### config.mk
export PLATFORM = sky130hd
export DESIGN_NAME = ioctl_loader
export DESIGN_NICKNAME = d
export VERILOG_FILES = /design/src/rtl/ioctl_loader.sv
export SDC_FILE = /design/constraint.sdc
export NUM_CORES = 1
export LEC_CHECK = 0
export BUFFER_PORTS_ARGS = -buffer_cell sky130_fd_sc_hd__buf_4
export CAP_MARGIN = 30
export CORE_MARGIN = 10
export CORE_UTILIZATION = 60
export CTS_BUF_LIST = sky130_fd_sc_hd__clkbuf_4
export DETAILED_ROUTE_END_ITERATION = 6
export PLACE_DENSITY = 0.8
export SYNTH_ARGS = -nofsm -noshare
export SYNTH_HDL_FRONTEND = slang
export SYNTH_SLANG_ARGS = --single-unit
### constraint.sdc
create_clock -name clk_sys -period 3.4 [get_ports clk_sys]
set_input_delay 0.17 -clock clk_sys [delete_from_list [all_inputs] [get_ports clk_sys]]
set_output_delay 0.17 -clock clk_sys [all_outputs]
set_load 0.01 [all_outputs]
### src/rtl/ioctl_loader.sv
// ioctl_loader: packs ioctl byte stream into DW-bit words, queues them in a
// small FIFO and hands them to one of NCH targets with a req/ack handshake.
// Ports:
//   clk_sys, rstn              clock, synchronous active-low reset
//   ioctl_download/index/wr    byte source control (channel = index < NCH)
//   ioctl_addr/dout            byte address and data
//   ioctl_wait                 back-pressure to the byte source
//   ldr_addr/wdat/be           head word presented to the target
//   ldr_wr/ldr_ack             one-hot request, per-channel acknowledge
//   ldr_done                   per-channel sticky completion flag
//   ovf                        sticky FIFO overflow flag
module ioctl_loader #(
  parameter int DW    = 16,
  parameter int AW    = 20,
  parameter int DEPTH = 4,
  parameter int NCH   = 4
) (
  input  logic            clk_sys,
  input  logic            rstn,
  input  logic            ioctl_download,
  input  logic [7:0]      ioctl_index,
  input  logic            ioctl_wr,
  input  logic [24:0]     ioctl_addr,
  input  logic [7:0]      ioctl_dout,
  output logic            ioctl_wait,
  output logic [AW-1:0]   ldr_addr,
  output logic [DW-1:0]   ldr_wdat,
  output logic [DW/8-1:0] ldr_be,
  output logic [NCH-1:0]  ldr_wr,
  input  logic [NCH-1:0]  ldr_ack,
  output logic [NCH-1:0]  ldr_done,
  output logic            ovf
);

  localparam int BPW = DW / 8;
  localparam int LW  = $clog2(BPW);
  localparam int LWI = (LW > 0) ? LW : 1;
  localparam int CHW = (NCH > 1) ? $clog2(NCH) : 1;
  localparam int PW  = $clog2(DEPTH);
  localparam int CW  = PW + 1;

  typedef enum logic {
    IDLE,
    REQ
  } state_t;

  // download tracking
  logic           dl_q;
  logic [CHW-1:0] ch_q;
  logic           ch_ok;
  logic           pend;
  logic           rise;
  logic           fall;
  logic           idx_ok;
  logic           cur_ok;
  logic [CHW-1:0] cur_ch;
  logic           acc;

  // byte decode
  logic [LWI-1:0] lane;
  logic [AW-1:0]  waddr;
  logic           last;

  // packer
  logic           pk_valid, pk_valid_n;
  logic           pk_full, pk_full_n;
  logic [AW-1:0]  pk_addr, pk_addr_n;
  logic [DW-1:0]  pk_data, pk_data_n;
  logic [BPW-1:0] pk_be, pk_be_n;
  logic [CHW-1:0] pk_ch, pk_ch_n;
  logic           flush_old;
  logic [DW-1:0]  base_data, nw_data;
  logic [BPW-1:0] base_be, nw_be;

  // flush stage
  logic           fl_valid, fl_go;
  logic [AW-1:0]  fl_addr, fl_addr_n;
  logic [DW-1:0]  fl_data, fl_data_n;
  logic [BPW-1:0] fl_be, fl_be_n;
  logic [CHW-1:0] fl_ch, fl_ch_n;

  // fifo
  logic [AW-1:0]  mem_addr [DEPTH];
  logic [DW-1:0]  mem_data [DEPTH];
  logic [BPW-1:0] mem_be   [DEPTH];
  logic [CHW-1:0] mem_ch   [DEPTH];
  logic [PW-1:0]  wr_ptr, rd_ptr;
  logic [CW-1:0]  count;
  logic           full;
  logic           push_ok;
  logic           pop;

  // output side
  state_t         state, state_n;
  logic           load;
  logic [CHW-1:0] req_ch;
  logic [NCH-1:0] ack_q;
  logic           ack_rise;
  logic           quiet;

  logic           unused;
  assign unused = &{1'b0, ioctl_addr};

  if (LW > 0) begin : g_lane
    assign lane = ioctl_addr[LW-1:0];
  end else begin : g_nolane
    assign lane = '0;
  end

  assign waddr  = ioctl_addr[AW+LW-1:LW];
  assign last   = (lane == LWI'(BPW - 1));
  assign rise   = ioctl_download & ~dl_q;
  assign fall   = ~ioctl_download & dl_q;
  assign idx_ok = ({1'b0, ioctl_index} < 9'(NCH));
  assign cur_ok = rise ? idx_ok : ch_ok;
  assign cur_ch = rise ? ioctl_index[CHW-1:0] : ch_q;
  assign acc    = ioctl_download & ioctl_wr & cur_ok;

  // held word leaves when full, on address change or at end of download
  assign flush_old = pk_valid &
    (pk_full | fall | (acc & (pk_addr != waddr)));

  always_comb begin
    base_data  = pk_data;
    base_be    = pk_be;
    if (flush_old | ~pk_valid) begin
      base_data = '0;
      base_be   = '0;
    end
    nw_data    = base_data;
    nw_data[8*lane +: 8] = ioctl_dout;
    nw_be      = base_be;
    nw_be[lane] = 1'b1;

    pk_valid_n = pk_valid;
    pk_full_n  = pk_full;
    pk_addr_n  = pk_addr;
    pk_data_n  = pk_data;
    pk_be_n    = pk_be;
    pk_ch_n    = pk_ch;
    fl_go      = 1'b0;
    fl_addr_n  = pk_addr;
    fl_data_n  = pk_data;
    fl_be_n    = pk_be;
    fl_ch_n    = pk_ch;

    if (flush_old) begin
      fl_go      = 1'b1;
      pk_valid_n = 1'b0;
      pk_full_n  = 1'b0;
    end

    if (acc) begin
      if (last & ~flush_old) begin
        // completing byte goes straight to the flush stage
        fl_go      = 1'b1;
        fl_addr_n  = waddr;
        fl_data_n  = nw_data;
        fl_be_n    = nw_be;
        fl_ch_n    = cur_ch;
        pk_valid_n = 1'b0;
        pk_full_n  = 1'b0;
      end else begin
        // a full new word behind a flush waits one cycle in the packer
        pk_valid_n = 1'b1;
        pk_full_n  = last;
        pk_addr_n  = waddr;
        pk_data_n  = nw_data;
        pk_be_n    = nw_be;
        pk_ch_n    = cur_ch;
      end
    end
  end

  always_ff @(posedge clk_sys) begin
    if (!rstn) begin
      pk_valid <= 1'b0;
      pk_full  <= 1'b0;
      pk_addr  <= '0;
      pk_data  <= '0;
      pk_be    <= '0;
      pk_ch    <= '0;
      fl_valid <= 1'b0;
      fl_addr  <= '0;
      fl_data  <= '0;
      fl_be    <= '0;
      fl_ch    <= '0;
    end else begin
      pk_valid <= pk_valid_n;
      pk_full  <= pk_full_n;
      pk_addr  <= pk_addr_n;
      pk_data  <= pk_data_n;
      pk_be    <= pk_be_n;
      pk_ch    <= pk_ch_n;
      fl_valid <= fl_go;
      fl_addr  <= fl_addr_n;
      fl_data  <= fl_data_n;
      fl_be    <= fl_be_n;
      fl_ch    <= fl_ch_n;
    end
  end

  assign full       = (count == CW'(DEPTH));
  assign push_ok    = fl_valid & ~full;
  assign ioctl_wait = (count >= CW'(DEPTH - 1)) | (fl_valid & full);

  always_ff @(posedge clk_sys) begin
    if (push_ok) begin
      mem_addr[wr_ptr] <= fl_addr;
      mem_data[wr_ptr] <= fl_data;
      mem_be[wr_ptr]   <= fl_be;
      mem_ch[wr_ptr]   <= fl_ch;
    end
  end

  always_ff @(posedge clk_sys) begin
    if (!rstn) begin
      wr_ptr <= '0;
      rd_ptr <= '0;
      count  <= '0;
      ovf    <= 1'b0;
    end else begin
      if (push_ok)
        wr_ptr <= wr_ptr + 1'b1;
      if (pop)
        rd_ptr <= rd_ptr + 1'b1;
      if (push_ok & ~pop)
        count <= count + 1'b1;
      else if (~push_ok & pop)
        count <= count - 1'b1;
      if (fl_valid & full)
        ovf <= 1'b1;
    end
  end

  assign ack_rise = ldr_ack[req_ch] & ~ack_q[req_ch];

  always_comb begin
    state_n = state;
    load    = 1'b0;
    pop     = 1'b0;
    ldr_wr  = '0;
    unique case (state)
      IDLE: begin
        if (count != '0) begin
          state_n = REQ;
          load    = 1'b1;
        end
      end
      REQ: begin
        ldr_wr[req_ch] = 1'b1;
        if (ack_rise) begin
          pop     = 1'b1;
          state_n = IDLE;
        end
      end
      default: state_n = IDLE;
    endcase
  end

  always_ff @(posedge clk_sys) begin
    if (!rstn) begin
      state    <= IDLE;
      ack_q    <= '0;
      req_ch   <= '0;
      ldr_addr <= '0;
      ldr_wdat <= '0;
      ldr_be   <= '0;
    end else begin
      state <= state_n;
      ack_q <= ldr_ack;
      if (load) begin
        req_ch   <= mem_ch[rd_ptr];
        ldr_addr <= mem_addr[rd_ptr];
        ldr_wdat <= mem_data[rd_ptr];
        ldr_be   <= mem_be[rd_ptr];
      end
    end
  end

  assign quiet = ~pk_valid & ~fl_valid &
    (count == '0) & (state == IDLE);

  always_ff @(posedge clk_sys) begin
    if (!rstn) begin
      dl_q     <= 1'b0;
      ch_q     <= '0;
      ch_ok    <= 1'b0;
      pend     <= 1'b0;
      ldr_done <= '0;
    end else begin
      dl_q <= ioctl_download;
      if (rise) begin
        ch_q  <= cur_ch;
        ch_ok <= idx_ok;
        pend  <= idx_ok;
        if (idx_ok)
          ldr_done[cur_ch] <= 1'b0;
      end else if (pend & ~ioctl_download & quiet) begin
        ldr_done[ch_q] <= 1'b1;
        pend           <= 1'b0;
      end
    end
  end

endmodule

* Word level (Yosys, flattened, before mapping)
Memories as Yosys holds them, arrays and structs flattened. A register that Yosys moved wholly into a read port is not among the register bits. Index checks and enable logic that the tools add are counted.
Operators by class: equal/unequal tests 3, shift-type cells 2, add/sub/neg operators 5, $lt $le $gt $ge 10, muxes and demuxes 49, reductions and logical operators 15, bitwise logic cells 36
Operators by type and width (number):
- 16-bit 2-to-1 mux | 3
- 20-bit 2-to-1 mux | 2
- 4-bit negator with 34-bit output | 1
- 8-bit by 34-bit variable shift with 16-bit output (first input constant) | 1
- 8-bit by 34-bit variable part select with 16-bit output | 1
- 1-bit 2-to-1 mux | 24
- 20-bit inequality test | 1
- 1-bit bitwise AND | 17
- 16-bit bitwise mux | 1
- 4-bit 2-to-1 mux | 4
- 2-bit 2-to-1 mux | 6
- 1-bit NOT | 11
- 2-bit by 3-bit < comparator with 1-bit output (second input constant) | 3
- 8-bit by 3-bit < comparator with 1-bit output (second input constant) | 1
- 1-bit demux with 2-bit select | 3
- 2-bit by 1-bit greater-or-equal comparator with 1-bit output (second input constant) | 3
- 3-bit 2-to-1 mux | 2
- 2-bit nonzero test | 3
- 2-bit by 1-bit adder with 2-bit output (second input constant) | 2
- 4-bit bitwise AND | 1
- 1-bit binary-select mux with 2-bit select | 2
- 1-bit logical AND | 4
- 1-bit logical NOT | 4
- 4-bit NOT | 1
- 15 further kinds | 19
Storage, ports and cells: memories 4, RAM bits 160, output and inout port bits 48, register bits after elaboration 105, word-level logic and storage cells 146
Memories:
- mem_addr | words 4, width 20, read ports 1, clocked after memory_dff 1, write ports 1, line 83 | logic [AW-1:0] mem_addr [DEPTH];
- mem_data | words 4, width 16, read ports 1, clocked after memory_dff 1, write ports 1, line 84 | logic [DW-1:0] mem_data [DEPTH];
- mem_be | words 4, width 2, read ports 1, clocked after memory_dff 1, write ports 1, line 85 | logic [BPW-1:0] mem_be [DEPTH];
- mem_ch | words 4, width 2, read ports 1, clocked after memory_dff 1, write ports 1, line 86 | logic [CHW-1:0] mem_ch [DEPTH];

* Logic depth before layout (Yosys ltp)
Gate-level depths: netlist of the first run.
depth after elaboration 12, depth in mapped cells 10, gate-level depth less buffers 9

* Worst setup path after synthesis of the first run
Ideal clock, no wire load.
path type register to register, start point register count[0], end point memory mem_addr[0][0] (enable), data arrival time 1909 ps, path slack 1089 ps, path buffers 0, stages on the path, launching flop included 4, required time 2999 ps, path through dfxtp_1 -> nor2_1 -> a21boi_1 -> and2_1
Between the ends: cells in the longest elaborated chain, start to end 5
Ends and longest elaborated chain:
- start, declared | line 88 | logic [CW-1:0] count;
- start signal, assigned | line 228 | count <= count + 1'b1;
- start signal, assigned | line 230 | count <= count - 1'b1;
- 3-bit == test | line 203 | assign full = (count == CW'(DEPTH));
- 1-bit NOT | line 204 | assign push_ok = fl_valid & ~full;
- 1-bit bitwise AND | line 204
- named net push_ok | line 90 | logic push_ok;
- 1-bit 2-to-1 mux | line 208 | if (push_ok) begin
- 1-bit 2-to-1 mux (implied by the code) | line 209 | mem_addr[wr_ptr] <= fl_addr;
- end, declared | line 83
The timed path passes the listed nets, and every way through them passes these cells.

* Worst setup path after layout of the first run
start point register count[0], end point register ldr_done[0]
Between the ends: cells in the longest elaborated chain, start to end 6
Ends and longest elaborated chain:
- 3-bit logical NOT | line 282 | (count == '0) & (state == IDLE);
- 1-bit bitwise AND | line 281 | assign quiet = ~pk_valid & ~fl_valid &
- 1-bit bitwise AND | line 282
- 1-bit bitwise AND | line 299 | end else if (pend & ~ioctl_download & quiet) begin
- 2-bit nonzero test (no source line)
- 2-bit AND reduction (no source line)
- end signal, assigned | line 290 | ldr_done <= '0;
- end signal, assigned by index | line 298 | ldr_done[cur_ch] <= 1'b0;
- end signal, assigned by index | line 300 | ldr_done[ch_q] <= 1'b1;
- end, declared | line 31 | output logic [NCH-1:0] ldr_done,
No other way between the ends. A chain may end at the register's enable or synchronous reset.

==> results.cfg, run 1 <==
[cells_and_area]
areaGrowthSynthToFinish_pct = 20.4
multiInputGateArea_sq_mm = 0.00340
finalInstanceArea_sq_mm = 0.0136
fillers = 1187
nets = 1067
layout.cells.non_filler = 1304
drive_gt1_share_pct = 25.6
regArea_sq_mm = 0.00771

[hold_path]
hold_path.class = in2reg

[route]
wl_um = 23300
via_per_inst = 5.42
drt-initial-drc-count = 509
num_vias = 7069
ant_nets = 0
drc = 0
dr.pass1.iters = 5
routedWlPerCell_um = 17.8

[synthesis]
async_flop_share_pct = 0
yosys.area.top_type = edfxtp_1
syn_area_sq_mm = 0.0113
synth_top_area_share_pct = 42.4
syn_inst = 833
ys_seq_area_share_pct = 68.0
synth_edf_count = 160
synth_seq_cells = 305
synth_nets = 888
ys_warn_count = 0
synth.distinct_cells = 51
avgSynthCellArea_sq_um = 13.6
synth-main-ff-cell = edfxtp_1
synth_top_cells_by_area = edfxtp_1 (42%), dfxtp_1 (26%), mux4_2 (8.0%)

[global_routing]
grt_max_degree = 43
grt_usage_pct = 19.1
antenna_found_initial = 1
grt.overflow.total = 0
grt_pass1_vias = 7275
grt_pass1_wl_um = 37000

[timing]
fmax_ghz = 0.378
rsz0062_at_grt = false
hold_violations = 0
slew_headroom_pct = 39.1
worstMarginPinSlew_ps = 912
fin_crit_ps = 2650
finalCritPeriodShare_pct = 77.8
drv_slew = 0
finalSetupViolCount = 0
tns_ps = 0
clock_skew_ps = 25.3

[pwr]
p_per_area_mw_per_mm2 = 564
peakVddDrop_mv = 0.298
power_leakage_nw = 5.22
combPwrFrac_pct = 9.6
p_sw_mw = 1.85
switching_share_pct = 24.0
power.share.sequential_pct = 52.5
intPower_mw = 5.85
clkPwrFrac_pct = 37.9

[critical_path]
r2r-start = count[0]
reg2regPathDepth = 6
reg2reg_to = ldr_done[0]
crit_required_ps = 3930
worst_setup_path_start_kind = register
crit_fanout = 6
cp.arrival_ps = 3180
end_kind = register
rrSetupSlack_ps = 750
worstSetupPathType = reg2reg
crit_end = ldr_done[0]
crit_start = count[0]

[place]
io_buffer_count = 92
placed_cell_area_sq_mm = 0.0122
dp_hpwl_um = 13900
place_inst = 1125
place_congestion = 0.823

[clocking]
worstSkewPairLatency_ps = 660
cts_sinks = 305
tritoncts = built
cts_resized = 0
cts_hold_buf = 45
cts_setup_buffers = 0
root_buffer = clkbuf_4
clock_path_buffers = 3
clk_pin_slew_ps = 60
h-tree-depth = 3
numCtsBuffers = 74

[floorplan]
die_width_um = 157
die_y_um = 157
coreArea_sq_mm = 0.0186
io_pins = 97
start_util_pct = 60.8
dieArea_sq_mm = 0.0248
num_rows = 50

[run]
cap_violations = 0

[run_status]
status = finished clean
[routing by layer]
metal	wire (um)	vias up	part of all wire [%]	global-route usage [%]
li1	-	3413	-	-
met1	9840	3382	42	23.4
met2	11500	241	49	31.4
met3	1540	33	6.6	5.05
met4	399	0	1.7	7.93
met5	0	-	0	0
[stage by stage]
stage / worst slack (ps) / util [%] / hold WS, ps / power (mW)
floorplan: 1090 / - / 292 / 4.50
global placement: 819 / 65.6 / 388 / 4.80
detailed placement: 899 / 65.7 / 389 / 4.82
CTS: 807 / 73.1 / 95.1 / 7.77
global route: 660 / 73.2 / 235 / 8.07
finish: 755 / 73.2 / 186 / 7.70
[cells in the mapped netlist (all sizes together) (14+ instances only)]
cell type  number
o21ai          16
and2           18
nand2         165
nand3          14
buf            21
a21oi          60
dfxtp         145
mux4           40
nor2           21
xor2           22
mux2i          54
clkbuf         25
edfxtp        160
[worst max-delay path, stage by stage, from the launching register on]
cell           delay, ps
dfxtp_1              370
or4_1                590
or4_4                520
and2_4               190
o31ai_1              210
dlygate4sd3_1        590
a21oi_1               70
[power by group through the flow]
stage	Clock (mW)	Combinational (mW)	Sequential (mW)
3_3_place_gp	0	0.687	4.12
4_1_cts	2.99	0.745	4.04
2_1_floorplan	0	0.366	4.13
6_report	2.92	0.737	4.04
3_5_place_dp	0	0.701	4.12
5_1_grt	3.20	0.817	4.05
[sequential cells by signal, indices dropped and copies added (netlist names), 3 cells and up]
signal	flops
mem_addr	80
mem_data	64
fl_addr	20
ldr_addr	20
pk_addr	20
fl_data	16
ldr_wdat	16
pk_data	16
mem_be	8
mem_ch	8
ack_q	4
ldr_done	4
count	3
[cell families after synthesis]
logic type               after synthesis  synth area share [%]
multiplexers                          95                  12.8
adder cells (fa/ha/maj)                6                 0.729
AO/OA/AOI/OAI                         97                  4.75
AND/OR/NAND/NOR                      248                  9.66
flip-flops                           305                  68.0
buffers and inverters                 57                  2.09
XOR/XNOR                              25                  1.93
[worst min-delay path by stage]
stage	start	endpoint	slack (ps)	depth (start not counted)
after floorplan	ldr_ack[1]	ack_q[1]	290	1
after global placement	ldr_ack[3]	ack_q[3]	390	2
after detailed placement	ldr_ack[2]	ack_q[2]	390	2
after CTS	ioctl_index[2]	pk_valid	100	6
after global routing	ioctl_index[4]	pk_valid	230	6
final	ioctl_index[2]	pk_valid	190	6
[layout make-up]
| type | instances | area share [%] |
|---|---|---|
| tap | 234 | 2.15 |
| sequential | 305 | 56.5 |
| timing repair buffer | 149 | 9.21 |
| clock buffer | 110 | 6.05 |
| antenna | 1 | 0.0183 |
| multi-input combinational | 471 | 24.9 |
| clock inverter | 23 | 0.844 |
| inverter | 11 | 0.303 |
[cell usage in the layout (no fill, tap or decap), types with 13 or more instances in the layout]
master         count
o21ai_0           14
clkbuf_4         110
nand3_1           13
xor2_1            22
mux2i_1           54
clkinv_1          19
nand2_1          165
nor2_1            18
dfxtp_1          144
mux4_2            40
edfxtp_1         160
dlygate4sd3_1     45
a21oi_1           59
buf_4            102
and2_1            17
Power figures use the tool's default switching activity.
==> inputs of run 2 (changes only) <==
--- a/config.mk
+++ b/config.mk
@@ -8,10 +8,10 @@
 export BUFFER_PORTS_ARGS = -buffer_cell sky130_fd_sc_hd__buf_4
 export CAP_MARGIN = 30
 export CORE_MARGIN = 10
-export CORE_UTILIZATION = 60
+export CORE_UTILIZATION = 55
 export CTS_BUF_LIST = sky130_fd_sc_hd__clkbuf_4
 export DETAILED_ROUTE_END_ITERATION = 6
-export PLACE_DENSITY = 0.8
+export PLACE_DENSITY = 0.77
 export SYNTH_ARGS = -nofsm -noshare
 export SYNTH_HDL_FRONTEND = slang
 export SYNTH_SLANG_ARGS = --single-unit
==> constraint.sdc (replaced) <==
create_clock -name clk_sys -period 2.4 [get_ports clk_sys]
set_input_delay 0.12 -clock clk_sys [delete_from_list [all_inputs] [get_ports clk_sys]]
set_output_delay 0.12 -clock clk_sys [all_outputs]
set_load 0.01 [all_outputs]
==> run 2 against run 1 <==
Core utilization fell by 4.7 points. Routed wire length increased by 0.89%. Global-route usage decreased by 1.0 points. Largest cell class unchanged.
==> results.cfg, run 2 (synthesis results as in run 1) <==
[pwr]
power_leakage_nw = 5.30
p_per_area_mw_per_mm2 = 787
combPwrFrac_pct = 10.0
switching_share_pct = 24.2
intPower_mw = 8.26
peakVddDrop_mv = 0.400
clkPwrFrac_pct = 37.7
p_sw_mw = 2.64
power.share.sequential_pct = 52.4

[route]
routedWlPerCell_um = 17.3
via_per_inst = 5.25
wl_met2_um = 12000
num_vias = 7110
dr.pass1.iters = 5
wl_um = 23500
wl_met3_um = 1440
topRoutingLayerUsed = met4
ant_nets = 0
wl_met1_um = 9590
drt-initial-drc-count = 478
drc = 0

[timing]
hold_violations = 0
finalSetupViolCount = 0
tns_ps = 0
worstMarginPinSlew_ps = 541
finalCritPeriodShare_pct = 90.6
fin_crit_ps = 2180
slew_headroom_pct = 63.9
rsz0062_at_grt = false
fmax_ghz = 0.460
clock_skew_ps = 54.2
drv_slew = 0

[clocking]
clock_path_buffers = 3
numCtsBuffers = 75
root_buffer = clkbuf_4
clk_pin_slew_ps = 60
h-tree-depth = 3
cts_sinks = 305
cts_setup_buffers = 0
tritoncts = built
worstSkewPairLatency_ps = 680

[critical_path]
reg2regPathDepth = 7
end_kind = register
worstSetupPathType = reg2reg
worst_setup_path_start_kind = register
cp.arrival_ps = 2700
crit_fanout = 15
crit_required_ps = 2930

[run]
cap_violations = 0

[floorplan]
num_rows = 52
coreArea_sq_mm = 0.0202
die_width_um = 164
start_util_pct = 56.0
die_y_um = 164
dieArea_sq_mm = 0.0267
io_pins = 97

[cells_and_area]
largest_reg_flops = 80
mostFrequentLayoutCells = nand2_1 (165), edfxtp_1 (160), dfxtp_1 (143)
multiInputGateArea_sq_mm = 0.00340
regArea_sq_mm = 0.00771
finalInstanceArea_sq_mm = 0.0139
nets = 1078
fillers = 1389
layout.cells.non_filler = 1355
reg_top3 = mem_addr (80), mem_data (64)
regMostFlops = mem_addr
final_common_cell = nand2_1
areaGrowthSynthToFinish_pct = 22.3
drive_gt1_share_pct = 26.8

[hold_path]
hold_path.class = in2reg
hold-path-cell-count = 6

[place]
place_congestion = 0.777
dp_hpwl_um = 14400
io_buffer_count = 92
placed_cell_area_sq_mm = 0.0125
place_inst = 1171

[run_status]
status = finished clean

[global_routing]
grt_pass1_vias = 7448
grt_pass1_wl_um = 38300
grt.overflow.total = 0
grt_max_degree = 43
grt_usage_pct = 18.0
antenna_found_initial = 1
[run 2: cell count changes in the layout (fill, tap and decap cells not counted), sizes merged]
cell	delta
clkinv	-1
bufinv	-1
clkbuf	+3
inv	+3
buf	+10
clkinvlp	+1
[run 2: worst paths after layout]
check | from | endpoint | slack [ps]
setup / recovery | pk_addr[6] | fl_addr[7] | 220
hold / removal | ioctl_wr | pk_valid | 60
setup reg to reg | pk_addr[6] | fl_addr[7] | 220
hold reg to reg | pk_be[0] | fl_be[0] | 440
[run 2: per-stage QoR]
stage	hold WS, ps	total power, mW	util (%)	worst slack, ps
global placement	336	6.85	61.5	265
finish	57.5	10.9	68.5	225
floorplan	242	6.37	-	89.5
CTS	3.32	11.0	68.5	177
global route	53.2	11.5	68.5	17.0
detailed placement	340	6.87	61.5	192
[run 2: critical path, cell delays in order (launching register included)]
cell	delay, ps
dfxtp_1	320
xor2_1	150
nor4_1	460
nand4_1	230
o21ai_1	230
nand3_2	150
buf_12	190
mux2i_1	280
[run 2: final cells by class]
class	count	area share, %
Antenna cell	1	0.0181
Timing Repair Buffer	159	10.2
Inverter	11	0.298
Clock inverter	25	0.722
Sequential cell	305	55.6
Tap cell	270	2.44
Clock buffer	113	6.12
Multi-Input combinational cell	471	24.5
[run 2: power groups by stage]
stage	logic (mW)	clock network (mW)	registers [mW]
2_1_floorplan	0.518	0	5.85
3_3_place_gp	1.04	0	5.81
3_5_place_dp	1.05	0	5.82
4_1_cts	1.11	4.23	5.71
5_1_grt	1.20	4.53	5.73
6_report	1.09	4.11	5.71
[run 2: routing by layer]
metal | track usage, % | vias up
met5 | 0 | -
met1 | 21.7 | 3403
li1 | - | 3443
met4 | 7.39 | 0
met3 | 4.53 | 36
met2 | 30.4 | 228
[run 2: repair_timing]
action / in CTS / in global routing
resized for setup: 0 / 1
endpoints found under the hold margin: 86 / 0
endpoints found under the setup margin: 0 / 1
hold buffers: 45 / 0
==> inputs of run 3 (changes only) <==
--- a/config.mk
+++ b/config.mk
@@ -8,10 +8,10 @@
 export BUFFER_PORTS_ARGS = -buffer_cell sky130_fd_sc_hd__buf_4
 export CAP_MARGIN = 30
 export CORE_MARGIN = 10
-export CORE_UTILIZATION = 55
+export CORE_UTILIZATION = 40
 export CTS_BUF_LIST = sky130_fd_sc_hd__clkbuf_4
 export DETAILED_ROUTE_END_ITERATION = 6
-export PLACE_DENSITY = 0.77
+export GPL_ROUTABILITY_DRIVEN = 0
 export SYNTH_ARGS = -nofsm -noshare
 export SYNTH_HDL_FRONTEND = slang
 export SYNTH_SLANG_ARGS = --single-unit
==> run 3 against run 2 <==
Worst hold slack improved by 0.98 ps. Non-clock buffer count fell by 3. Count of clock-buffer cells in the layout rose by 9. Combinational power barely moved. Largest cell class unchanged.
==> results.cfg, run 3 (synthesis results as in run 1) <==
[clocking]
cts_setup_buffers = 0
h-tree-depth = 3
cts_resized = 0
clock_path_buffers = 3
root_buffer = clkbuf_4
tritoncts = built
cts_sinks = 305
numCtsBuffers = 79
clk_pin_slew_ps = 60
worstSkewPairLatency_ps = 660

[global_routing]
grtUsageMet1_pct = 17.3
busiest_layer = met2
grt_max_degree = 52
grt_usage_pct = 13.7
use_met2_pct = 22.1
grt.overflow.total = 0
use_met3_pct = 3.73
grt_pass1_wl_um = 39000
antenna_found_initial = 4
grt_pass1_vias = 7262

[run]
cap_violations = 0

[route]
drt-initial-drc-count = 368
drc = 0
num_vias = 7005
wl_um = 24100
routedWlPerCell_um = 16.4
via_per_inst = 4.77
dr.pass1.iters = 5
ant_nets = 0

[floorplan]
die_y_um = 188
dieArea_sq_mm = 0.0355
coreArea_sq_mm = 0.0279
start_util_pct = 40.7
die_width_um = 188
num_rows = 61
io_pins = 97

[cells_and_area]
mostFrequentLayoutCells = nand2_1 (165), edfxtp_1 (160), dfxtp_1 (144)
reg_top3 = mem_addr (80), mem_data (64)
regMostFlops = mem_addr
largest_reg_flops = 80
fillers = 2519
nets = 1079
final_common_cell = nand2_1
areaGrowthSynthToFinish_pct = 24.1
layout.cells.non_filler = 1469
drive_gt1_share_pct = 27.7
multiInputGateArea_sq_mm = 0.00340
regArea_sq_mm = 0.00771

[critical_path]
reg2regPathDepth = 8
r2r-start = req_ch[0]
worst_setup_path_start_kind = primary input
crit_buf_inv = 5
rrSetupSlack_ps = 200
worstSetupPathType = in2reg
slowest_delay_ps = 600
crit_path_frequent_cell = dlygate4sd3_1
crit_cells = 11
crit_required_ps = 2970
reg2reg_to = count[2]
cp.arrival_ps = 2820
crit_chain = dlygate4sd3_1 -> buf_4 -> nor2_1 -> dlygate4sd3_1 -> nand3_1 -> dlygate4sd3_1 -> buf_4 -> and2_4 -> nor3b_1 -> o21ai_1 -> a21oi_1
critPathTopFamily = buffers and inverters
end_kind = register
crit_fanout = 4
critPathSlowestCell = dlygate4sd3_1

[place]
post-place-ws_ps = 190
io_buffer_count = 92
place_inst = 1278
dp_hpwl_um = 14700

[run_status]
status = finished clean

[timing]
fin_crit_ps = 2250
clock_skew_ps = 38.6
finalSetupViolCount = 0
fmax_ghz = 0.444
drv_slew = 0
setup_ws_ps = 146
worstMarginPinSlew_ps = 559
finalCritPeriodShare_pct = 93.9
rsz0062_at_grt = false
slew_headroom_pct = 62.3
hold_ws_ps = 58.5
hold_violations = 0
tns_ps = 0

[pwr]
power.share.sequential_pct = 50.9
combPwrFrac_pct = 9.5
switching_share_pct = 24.0
peakVddDrop_mv = 0.347
p_per_area_mw_per_mm2 = 797
power_leakage_nw = 5.34
total_power_mw = 11.2
intPower_mw = 8.52
clkPwrFrac_pct = 39.6
p_sw_mw = 2.69

[hold_path]
holdPathEnd = pk_valid
hold_path.class = in2reg
hp-start = ioctl_wr
hold-path-cell-count = 6
-- run 3: changes by cell type in the layout (fill, tap and decap cells not counted), sizes merged --
cell,before,now
bufinv,0,1
dlygate4sd3,45,43
inv,15,14
buf,114,113
diode,1,4
clkbuf,113,122
clkinv,20,17
-- run 3: repair_timing --
action                                  4_1_cts  5_1_grt
hold buffers                                 43        0
endpoints found under the hold margin        86        0
endpoints found under the setup margin        0        0
-- run 3: worst max-delay path by stage --
stage,start,endpoint,slack [ps]
after global routing,dl_q,ldr_done[1],50
after floorplan,count[0],mem_addr[1][0],90
final,ioctl_index[3],ldr_done[1],150
after CTS,dl_q,ldr_done[1],190
after global placement,req_ch[0],count[2],230
after detailed placement,req_ch[0],count[2],190
-- run 3: power by group through the flow --
stage	Sequential, mW	Combinational [mW]	Clock, mW
global route	5.73	1.21	4.92
global placement	5.82	1.04	0
floorplan	5.85	0.518	0
finish	5.71	1.07	4.43
detailed placement	5.82	1.05	0
CTS	5.71	1.11	4.60
-- run 3: per-layer routing --
metal | up-vias | part of all wire [%]
met4 | 0 | 1.5
met5 | - | 0
met1 | 3371 | 45
met3 | 28 | 5.0
li1 | 3448 | -
met2 | 158 | 48
-- run 3: tightest hold or removal path: stages --
cell,delay (ps)
buf_4,110
nand2_1,70
a21oi_2,50
buf_4,150
a21oi_1,110
nor3b_1,60
-- run 3: per-stage QoR --
step | instance area [sq um] | utilization [%]
detailed placement | 12600 | 45.2
global placement | 12600 | 45.2
finish | 14100 | 50.5
CTS | 14000 | 50.4
global route | 14100 | 50.5
floorplan | 11300 | -
-- run 3: cell type report --
cell class                 count  area share [%]
sequential                   305            54.8
multi-input combinational    471            24.2
timing repair buffer         156            9.90
clock buffer                 122            6.51
tap                          378            3.36
clock inverter                22           0.872
inverter                      11           0.294
antenna                        4          0.0712
